[config.mk]
export PLATFORM = sky130hd
export DESIGN_NAME = buzzer_tone_gen
export DESIGN_NICKNAME = d
export VERILOG_FILES = /design/src/rtl/buzzer_tone_gen_pkg.sv /design/src/rtl/buzzer_tone_gen_lut.sv /design/src/rtl/buzzer_tone_gen.sv
export SDC_FILE = /design/constraint.sdc
export NUM_CORES = 1
export LEC_CHECK = 0
export ABC_CLOCK_PERIOD_IN_PS = 7500
export CAP_MARGIN = 20
export CORE_UTILIZATION = 50
export CTS_CLUSTER_DIAMETER = 30
export DETAILED_ROUTE_END_ITERATION = 12
export PLACE_DENSITY = 0.67
export SYNTH_ARGS = -nofsm -noshare
export SYNTH_HDL_FRONTEND = slang
export SYNTH_SLANG_ARGS = --single-unit
[constraint.sdc]
create_clock -name clk -period 7.5 [get_ports clk]
set_input_delay 1.5 -clock clk [delete_from_list [all_inputs] [get_ports clk]]
set_output_delay 1.5 -clock clk [all_outputs]
set_load 0.02 [all_outputs]
[src/rtl/buzzer_tone_gen_pkg.sv]
// Shared definitions for the buzzer tone generator: note codes, octave codes,
// note frequencies and FSM state encoding.
package buzzer_tone_gen_pkg;

  typedef enum logic [1:0] {
    ST_SILENT = 2'd0,
    ST_GAP    = 2'd1,
    ST_PLAY   = 2'd2
  } state_t;

  localparam logic [3:0] NOTE_REST = 4'd0;
  localparam logic [3:0] NOTE_DO   = 4'd1;
  localparam logic [3:0] NOTE_RE   = 4'd2;
  localparam logic [3:0] NOTE_MI   = 4'd3;
  localparam logic [3:0] NOTE_FA   = 4'd4;
  localparam logic [3:0] NOTE_SO   = 4'd5;
  localparam logic [3:0] NOTE_LA   = 4'd6;
  localparam logic [3:0] NOTE_SI   = 4'd7;

  localparam logic [1:0] OCT_LOW  = 2'd0;
  localparam logic [1:0] OCT_MID  = 2'd1;
  localparam logic [1:0] OCT_HIGH = 2'd2;

  localparam int FREQ_DO = 262;
  localparam int FREQ_RE = 294;
  localparam int FREQ_MI = 330;
  localparam int FREQ_FA = 349;
  localparam int FREQ_SO = 392;
  localparam int FREQ_LA = 440;
  localparam int FREQ_SI = 494;

  // Mid-octave half-period in clock cycles; evaluated only at elaboration.
  function automatic int mid_half(input int clk_hz, input int freq);
    return clk_hz / (2 * freq);
  endfunction

endpackage

[src/rtl/buzzer_tone_gen_lut.sv]
// Combinational note/octave to half-period lookup. Rest codes (0, 8..15)
// return zero; octave 0 doubles the period, octave 2 halves it.
module note_period_lut
  import buzzer_tone_gen_pkg::*;
#(
  parameter int CLK_HZ = 100_000_000,
  parameter int CNT_W  = 20
) (
  input  logic [3:0]       note,
  input  logic [1:0]       octave,
  output logic [CNT_W-1:0] half
);

  localparam logic [CNT_W-1:0] H_DO = CNT_W'(mid_half(CLK_HZ, FREQ_DO));
  localparam logic [CNT_W-1:0] H_RE = CNT_W'(mid_half(CLK_HZ, FREQ_RE));
  localparam logic [CNT_W-1:0] H_MI = CNT_W'(mid_half(CLK_HZ, FREQ_MI));
  localparam logic [CNT_W-1:0] H_FA = CNT_W'(mid_half(CLK_HZ, FREQ_FA));
  localparam logic [CNT_W-1:0] H_SO = CNT_W'(mid_half(CLK_HZ, FREQ_SO));
  localparam logic [CNT_W-1:0] H_LA = CNT_W'(mid_half(CLK_HZ, FREQ_LA));
  localparam logic [CNT_W-1:0] H_SI = CNT_W'(mid_half(CLK_HZ, FREQ_SI));

  logic [CNT_W-1:0] mid;

  always_comb begin
    mid  = '0;
    half = '0;
    case (note)
      NOTE_DO: mid = H_DO;
      NOTE_RE: mid = H_RE;
      NOTE_MI: mid = H_MI;
      NOTE_FA: mid = H_FA;
      NOTE_SO: mid = H_SO;
      NOTE_LA: mid = H_LA;
      NOTE_SI: mid = H_SI;
      default: mid = '0;
    endcase
    case (octave)
      OCT_LOW:  half = mid << 1;
      OCT_HIGH: half = mid >> 1;
      default:  half = mid;
    endcase
  end

endmodule

[src/rtl/buzzer_tone_gen.sv]
// Square-wave buzzer driver: registers the sequencer's note code, inserts a
// silent gap on every note change, then toggles the speaker every half-period.
module buzzer_tone_gen
  import buzzer_tone_gen_pkg::*;
#(
  parameter int CLK_HZ     = 100_000_000,
  parameter int GAP_CYCLES = 2_000_000,
  parameter int CNT_W      = 20
) (
  input  logic       clk,
  input  logic       reset,
  input  logic [3:0] note_in,
  input  logic [1:0] octave_in,
  input  logic       mute,
  output logic       speaker,
  output logic       playing
);

  // The shared counter is widened when the gap needs more bits than a half-period.
  localparam int GAP_W = (GAP_CYCLES > 0) ? $clog2(GAP_CYCLES + 1) : 1;
  localparam int CW    = (GAP_W > CNT_W) ? GAP_W : CNT_W;
  localparam logic [CW-1:0] GAP_LAST = CW'((GAP_CYCLES > 0) ? GAP_CYCLES - 1 : 0);

  state_t           state_q, state_d, target;
  logic [3:0]       note_q;
  logic [1:0]       oct_q;
  logic [5:0]       prev_q;
  logic [CW-1:0]    cnt_q, cnt_d;
  logic             phase_q, phase_d;
  logic             change;
  logic [CNT_W-1:0] half;
  logic [CW-1:0]    half_x;

  note_period_lut #(
    .CLK_HZ (CLK_HZ),
    .CNT_W  (CNT_W)
  ) u_lut (
    .note   (note_q),
    .octave (oct_q),
    .half   (half)
  );

  assign half_x = CW'(half);
  assign change = ({note_q, oct_q} != prev_q);
  assign target = (half != '0) ? ST_PLAY : ST_SILENT;

  always_comb begin
    state_d = state_q;
    cnt_d   = cnt_q;
    phase_d = phase_q;
    if (change) begin
      cnt_d   = '0;
      phase_d = 1'b0;
      state_d = (GAP_CYCLES > 0) ? ST_GAP : target;
    end else begin
      case (state_q)
        ST_GAP: begin
          if (cnt_q == GAP_LAST) begin
            state_d = target;
            cnt_d   = '0;
          end else begin
            cnt_d = cnt_q + CW'(1);
          end
        end
        ST_PLAY: begin
          if (cnt_q == half_x - CW'(1)) begin
            phase_d = ~phase_q;
            cnt_d   = '0;
          end else begin
            cnt_d = cnt_q + CW'(1);
          end
        end
        default: begin
          cnt_d   = '0;
          phase_d = 1'b0;
        end
      endcase
    end
  end

  // Input capture, FSM state and registered outputs
  always_ff @(posedge clk or negedge reset) begin
    if (!reset) begin
      state_q <= ST_SILENT;
      note_q  <= NOTE_REST;
      oct_q   <= OCT_MID;
      prev_q  <= {NOTE_REST, OCT_MID};
      cnt_q   <= '0;
      phase_q <= 1'b0;
      speaker <= 1'b0;
      playing <= 1'b0;
    end else begin
      note_q  <= note_in;
      oct_q   <= octave_in;
      prev_q  <= {note_q, oct_q};
      state_q <= state_d;
      cnt_q   <= cnt_d;
      phase_q <= phase_d;
      speaker <= phase_q & (state_q == ST_PLAY) & ~mute;
      playing <= (state_d == ST_PLAY);
    end
  end

endmodule

**Word level (Yosys, flattened, before mapping)**

Cells that the tools add are included.
Widths: inputs -> output; s select.

- Bits of input ports: 9
- Output and inout bits: 2
- Flip-flop bits (word level): 38

- Equal/unequal tests: 16
- Bitwise logic cells: 4
- Reduce and logical (&&, ||, !) cells: 3
- Mux-type cells: 13
- $add $sub $neg: 2

Operators with widths:

| kind | count |
|---|---|
| $pmux 18 s7 | 1 |
| $mux 21 | 3 |
| $pmux 21 s2 | 1 |
| $pmux 19 s2 | 1 |
| $add 21x1->21 const B | 1 |
| $eq 21x21->1 | 1 |
| $eq 21x21->1 const B | 1 |
| $sub 20x1->21 const B | 1 |
| $reduce_bool 20->1 | 1 |
| $eq 4x3->1 const B | 4 |
| $eq 4x2->1 const B | 2 |
| $mux 2 | 4 |
| $eq 2x2->1 const B | 3 |
| $ne 6x6->1 | 1 |
| $eq 4x1->1 const B | 1 |
| $ne 3x3->1 const B | 1 |
| $and 1x1->1 | 2 |
| $eq 2x1->1 const B | 1 |
| $logic_not 2->1 | 1 |
| $mux 1 | 2 |
| $ne 2x2->1 const B | 1 |
| $not 1->1 | 2 |
| $pmux 1 s2 | 1 |
| $reduce_and 2->1 | 1 |

**Longest topological paths before layout**

- Depth in word-level cells: 9
- Gate-level depth with buffers: 16
- Mapped depth without buffers: 12

**By module**

Synthesis repeated with hierarchy kept, for this count alone.

- Cell total of the unflattened synthesis: 378
- Area total of the unflattened synthesis: 3,150.5 um^2

By module, submodules not included:

| module | instances | area an instance (um^2) | cells each |
|---|---|---|---|
| buzzer_tone_gen | 1 | 2,446.1 | 257 |
| note_period_lut | 1 | 704.4 | 121 |

**Worst setup path before layout**

Ideal clock, no wire load.

- Kind: register -> register
- Start point: register oct_q[0]
- End point: register cnt_q[7]
- Buffers on the path: 4
- Setup slack: 3.841 ns
- Cell stages (with the launch flop): 16
- Library setup time: 0.144 ns
- Data arrival time: 3.515 ns
- Clock period less this slack: 3.659 ns
- Required time: 7.356 ns
- Cells stage by stage: dfstp_2 -> buf_4 -> buf_4 -> buf_2 -> a21oi_1 -> or2_2 -> a31o_2 -> ha_1 -> xor2_1 -> nand2_1 -> nor4_2 -> nand4_1 -> or4b_1 -> o31ai_1 -> buf_2 -> a221oi_1

- Longest elaborated chain between the ends: 7
- Elaborated cells on any way between the ends: 9

RTL lines:

| element | line | text |
|---|---|---|
| start: declaration | buzzer_tone_gen.sv:26 | `logic [1:0] oct_q;` |
| start signal: assignment | buzzer_tone_gen.sv:94 | `oct_q <= octave_in;` |
| $eq 2x2->1 / $logic_not 2->1 (equally long branches) | buzzer_tone_gen_lut.sv:37 | `case (octave)` |
| $pmux 19 s2 | buzzer_tone_gen_lut.sv:37 |  |
| $sub 20x1->21 | buzzer_tone_gen.sv:66 | `if (cnt_q == half_x - CW'(1)) begin` |
| $eq 21x21->1 | buzzer_tone_gen.sv:66 |  |
| $mux 21 | buzzer_tone_gen.sv:66 |  |
| $pmux 21 s2 | buzzer_tone_gen.sv:56 | `case (state_q)` |
| $mux 21 (*) | buzzer_tone_gen.sv:51 | `if (change) begin` |
| net cnt_d[7] | buzzer_tone_gen.sv:28 | `logic [CW-1:0] cnt_q, cnt_d;` |
| end signal: assignment | buzzer_tone_gen.sv:97 | `cnt_q <= cnt_d;` |
| end: declaration | buzzer_tone_gen.sv:28 |  |

The timed path passes the listed nets; every way through them passes the cells marked *.
A chain may end at the register's enable or synchronous reset.

**Worst setup path after layout**

- Start point: register note_q[2]
- End point: register cnt_q[6]

- Longest elaborated chain between the ends: 8
- Elaborated cells on any way between the ends: 15

RTL lines:

| element | line | text |
|---|---|---|
| start: declaration | buzzer_tone_gen.sv:25 | `logic [3:0] note_q;` |
| start signal: assignment | buzzer_tone_gen.sv:93 | `note_q <= note_in;` |
| $eq 4x3->1 (tied with other cells) | buzzer_tone_gen_lut.sv:27 | `case (note)` |
| $pmux 18 s7 | buzzer_tone_gen_lut.sv:27 |  |
| $pmux 19 s2 | buzzer_tone_gen_lut.sv:37 |  |
| $sub 20x1->21 | buzzer_tone_gen.sv:66 |  |
| $eq 21x21->1 | buzzer_tone_gen.sv:66 |  |
| $mux 21 | buzzer_tone_gen.sv:66 |  |
| $pmux 21 s2 | buzzer_tone_gen.sv:56 |  |
| $mux 21 (*) | buzzer_tone_gen.sv:51 |  |
| net cnt_d[6] | buzzer_tone_gen.sv:28 |  |

Marks and branches as above.

==> results.py <==
metrics = {
    "global_route": {
        "grt_pass1_wl_mm": 11.78,
        "grt_max_degree": 39,
        "overflow": 0,
        "antenna_found_initial": 0,
        "grt_usage_pct": 24.11,
        "first_global_vias": 2362,
    },
    "die": {
        "die_h_um": 78.83,
        "die-area_mm2": 0.006214,
        "io_pins": 11,
        "start_util_pct": 52.63,
        "die_w_um": 78.83,
        "rows": 27,
        "core_mm2": 0.005608,
    },
    "setup_path": {
        "cp-start-kind": "register",
        "cp_max_fo": 35,
        "critPathSlowestCell": "dfrtp_1",
        "arrival_ns": 4.40,
        "crit_path_max_incr_delay_ns": 1.01,
        "required_ns": 7.65,
        "end_kind": "register",
        "crit_type": "register to register",
        "cp_cell_sequence": "nand2_1 > or3_1 > a31o_1 > ha_1 > xor2_1 > nand2_1 > nor4_2 > nand4_1 > or4b_1 > o31ai_2 > buf_4 > a2111oi_0",
        "crit_path_frequent_cell": "nand2_1",
        "critPathBufInv": 1,
        "worst_path_dominant_cell_family": "simple AND/OR/NAND/NOR gates",
    },
    "sta": {
        "period_minus_slack_ns": 4.244,
        "tightest_slew_ns": 1.010,
        "max_freq_ghz": 0.2356,
        "min_period_over_period_pct": 56.59,
        "hold_viol": 0,
        "finalSetupViolations": 0,
        "setup_tns_ns": 0,
        "final.setup_skew_ns": 0.002440,
        "rsz0062_at_grt": "no",
        "slew_headroom_pct": 32.65,
        "hold-worst-slack_ns": 0.5482,
        "finalMaxSlewViolations": 0,
    },
    "synth": {
        "synthDistinctLibCells": 65,
        "synth_area_mm2": 0.002952,
        "avgSynthCellArea_um2": 8.681,
        "synthArstFlopShare_pct": 100.0,
        "yosys_warnings": 0,
        "syn_nets": 354,
        "synthCells": 340,
        "synth_top_flop_cell": "dfrtp_1",
        "synth_seq_cells": 38,
        "synth_edf_count": 0,
        "yosysSeqAreaShare_pct": 32.30,
    },
    "finish": {
        "area_growth_pct": 5.172,
        "post-route-util_pct": 55.35,
        "final_common_cell": "dfrtp_1",
        "nFillCells": 539,
        "drive_gt1_share_pct": 7.645,
        "multiInputGateArea_mm2": 0.001812,
        "layout.nets": 341,
        "final_cell_mix": "dfrtp_1 (36), a211oi_1 (22), nand2_1 (21), xnor2_1 (20), xor2_1 (19)",
        "antenna-diode-count": 0,
        "regArea_um2": 953.4,
    },
    "routing": {
        "routedWlPerCell_um": 17.28,
        "vias_per_cell": 6.128,
        "drt_iter0_drc": 202,
        "drt-total-wl_mm": 6.895,
        "first_pass_iters": 4,
        "vias": 2445,
        "drc": 0,
        "ant_nets": 0,
    },
    "power": {
        "internal-power_uw": 346.6,
        "switching_share_pct": 26.13,
        "power_density_mw_per_mm2": 151.1,
        "clockPowerShare_pct": 38.1,
        "peakVddDrop_uv": 94.73,
        "p_sw_uw": 122.6,
        "p_comb_share_pct": 14.3,
        "p_leak_nw": 1.183,
        "p_seq_share_pct": 47.7,
    },
    "clocking": {
        "cts_root_buffer": "clkbuf_8",
        "clock_sinks": 38,
        "clk_pin_slew_ns": 0.07,
        "cts_made_buffers": 5,
        "cts.hold.buffers_added": 0,
        "postCtsSetupRepairBufs": 0,
        "cts_tree": "built",
        "clock_latency_ns": 0.29,
        "cts_resized": 0,
        "clockBufferDepth": 2,
        "htreeDepth": 2,
    },
    "placed_design": {
        "port-buffer-count": 10,
        "place_hpwl_mm": 4.721,
        "finalWeightedCongestion": 0.8791,
    },
    "worst_hold_path": {
        "hold_class": "register to register",
    },
    "status": {
        "status": "completed",
    },
    "run": {
        "cap_violations": 0,
    },
}
==> sequential cells by signal (all words and copies together), names as in the netlist <==
register and cells:
state_q 2, speaker 1, playing 1, note_q 4
prev_q 6, phase_q 1, cnt_q 21, oct_q 2
==> kinds of logic after synthesis <==
group | share of synthesized area [%]
AOI/OAI and AO/OA | 21.28
and+or+nand+nor | 23.10
xor gates and xnor gates | 11.57
muxes | 3.137
buffers and inverters | 6.486
adders and majority gates | 2.120
DFF | 32.30
==> path summary, 6_finish.rpt <==
| path | cells past startpoint | end | from | slack [ns] |
|---|---|---|---|---|
| hold / removal | 2 | state_q[0]$_DFF_PN0_ | state_q[0]$_DFF_PN0_ | 0.55 |
| max in group asynchronous | 1 | note_q[2]$_DFF_PN0_ | reset | 5.65 |
| setup / recovery | 12 | cnt_q[6]$_DFF_PN0_ | note_q[2]$_DFF_PN0_ | 3.26 |
| min in group asynchronous | 1 | oct_q[1]$_DFF_PN0_ | reset | 1.31 |
| setup reg to reg | 12 | cnt_q[6]$_DFF_PN0_ | note_q[2]$_DFF_PN0_ | 3.26 |
| hold reg to reg | 2 | state_q[0]$_DFF_PN0_ | state_q[0]$_DFF_PN0_ | 0.55 |
==> synthesized netlist by cell type, types with 4 or more instances <==
cell | instances | area (um^2)
nor2_1 | 15 | 56.30
a31oi_1 | 4 | 25.02
ha_1 | 5 | 62.56
nand4_1 | 6 | 37.54
dfrtp_1 | 36 | 900.9
nor3_1 | 5 | 25.02
nand2_1 | 21 | 78.83
a21o_1 | 4 | 30.03
or2_2 | 4 | 25.02
nand3_1 | 17 | 85.08
nand2b_1 | 8 | 50.05
a211oi_1 | 22 | 165.2
buf_4 | 5 | 37.54
clkbuf_1 | 11 | 41.29
buf_2 | 12 | 60.06
a21oi_1 | 11 | 55.05
nor2b_1 | 7 | 43.79
xnor2_1 | 20 | 175.2
o21ai_0 | 15 | 75.07
and3_1 | 8 | 50.05
mux2i_1 | 7 | 70.07
and2_1 | 5 | 31.28
inv_1 | 9 | 33.78
xor2_1 | 19 | 166.4
==> worst reg2reg max path, delay by kind of cell, from the launching register on <==
kind,cells,cell delay (ns)
and+or+nand+nor,6,1.69
buffers and inverters,1,0.28
AOI/OAI and AO/OA,3,0.65
adders and majority gates,1,0.32
xor gates and xnor gates,1,0.16
DFF,1,1.01
==> layer usage <==
layer | wire [um] | up-vias | part of all wire [%] | global-route usage, %
met3 | 258 | 11 | 3.7 | 3.908
met4 | 92 | 0 | 1.3 | 6.909
met2 | 3228 | 49 | 47 | 38.09
li1 | - | 1205 | - | -
met5 | 0 | - | 0 | 0
met1 | 3315 | 1180 | 48 | 34.01
==> per-stage QoR <==
step | cells | area (um^2) | power [mW] | setup WS (ns)
after floorplan | 340 | 2952 | 0.2765 | 3.841
after global placement | 392 | 2992 | 0.2933 | 3.422
after detailed placement | 392 | 2992 | 0.2941 | 3.321
after CTS | 399 | 3104 | 0.4742 | 3.322
after global routing | 399 | 3104 | 0.4904 | 2.916
final | 399 | 3104 | 0.4691 | 3.256
==> power groups by stage <==
stage	registers, mW	logic (mW)	clock network (mW)
floorplan	0.214	0.0620	0
global placement	0.227	0.0664	0
global route	0.225	0.0747	0.191
CTS	0.223	0.0670	0.184
detailed placement	0.227	0.0668	0
finish	0.224	0.0670	0.179
==> layout make-up <==
type | instances | share of cell area [%]
clock buffer | 6 | 2.660
inverter | 9 | 1.088
clock inverter | 1 | 0.9674
multi-input combinational | 262 | 58.36
timing repair buffer | 11 | 3.305
tap | 72 | 2.902
sequential | 38 | 30.71
(Power assumes the default switching activity.)
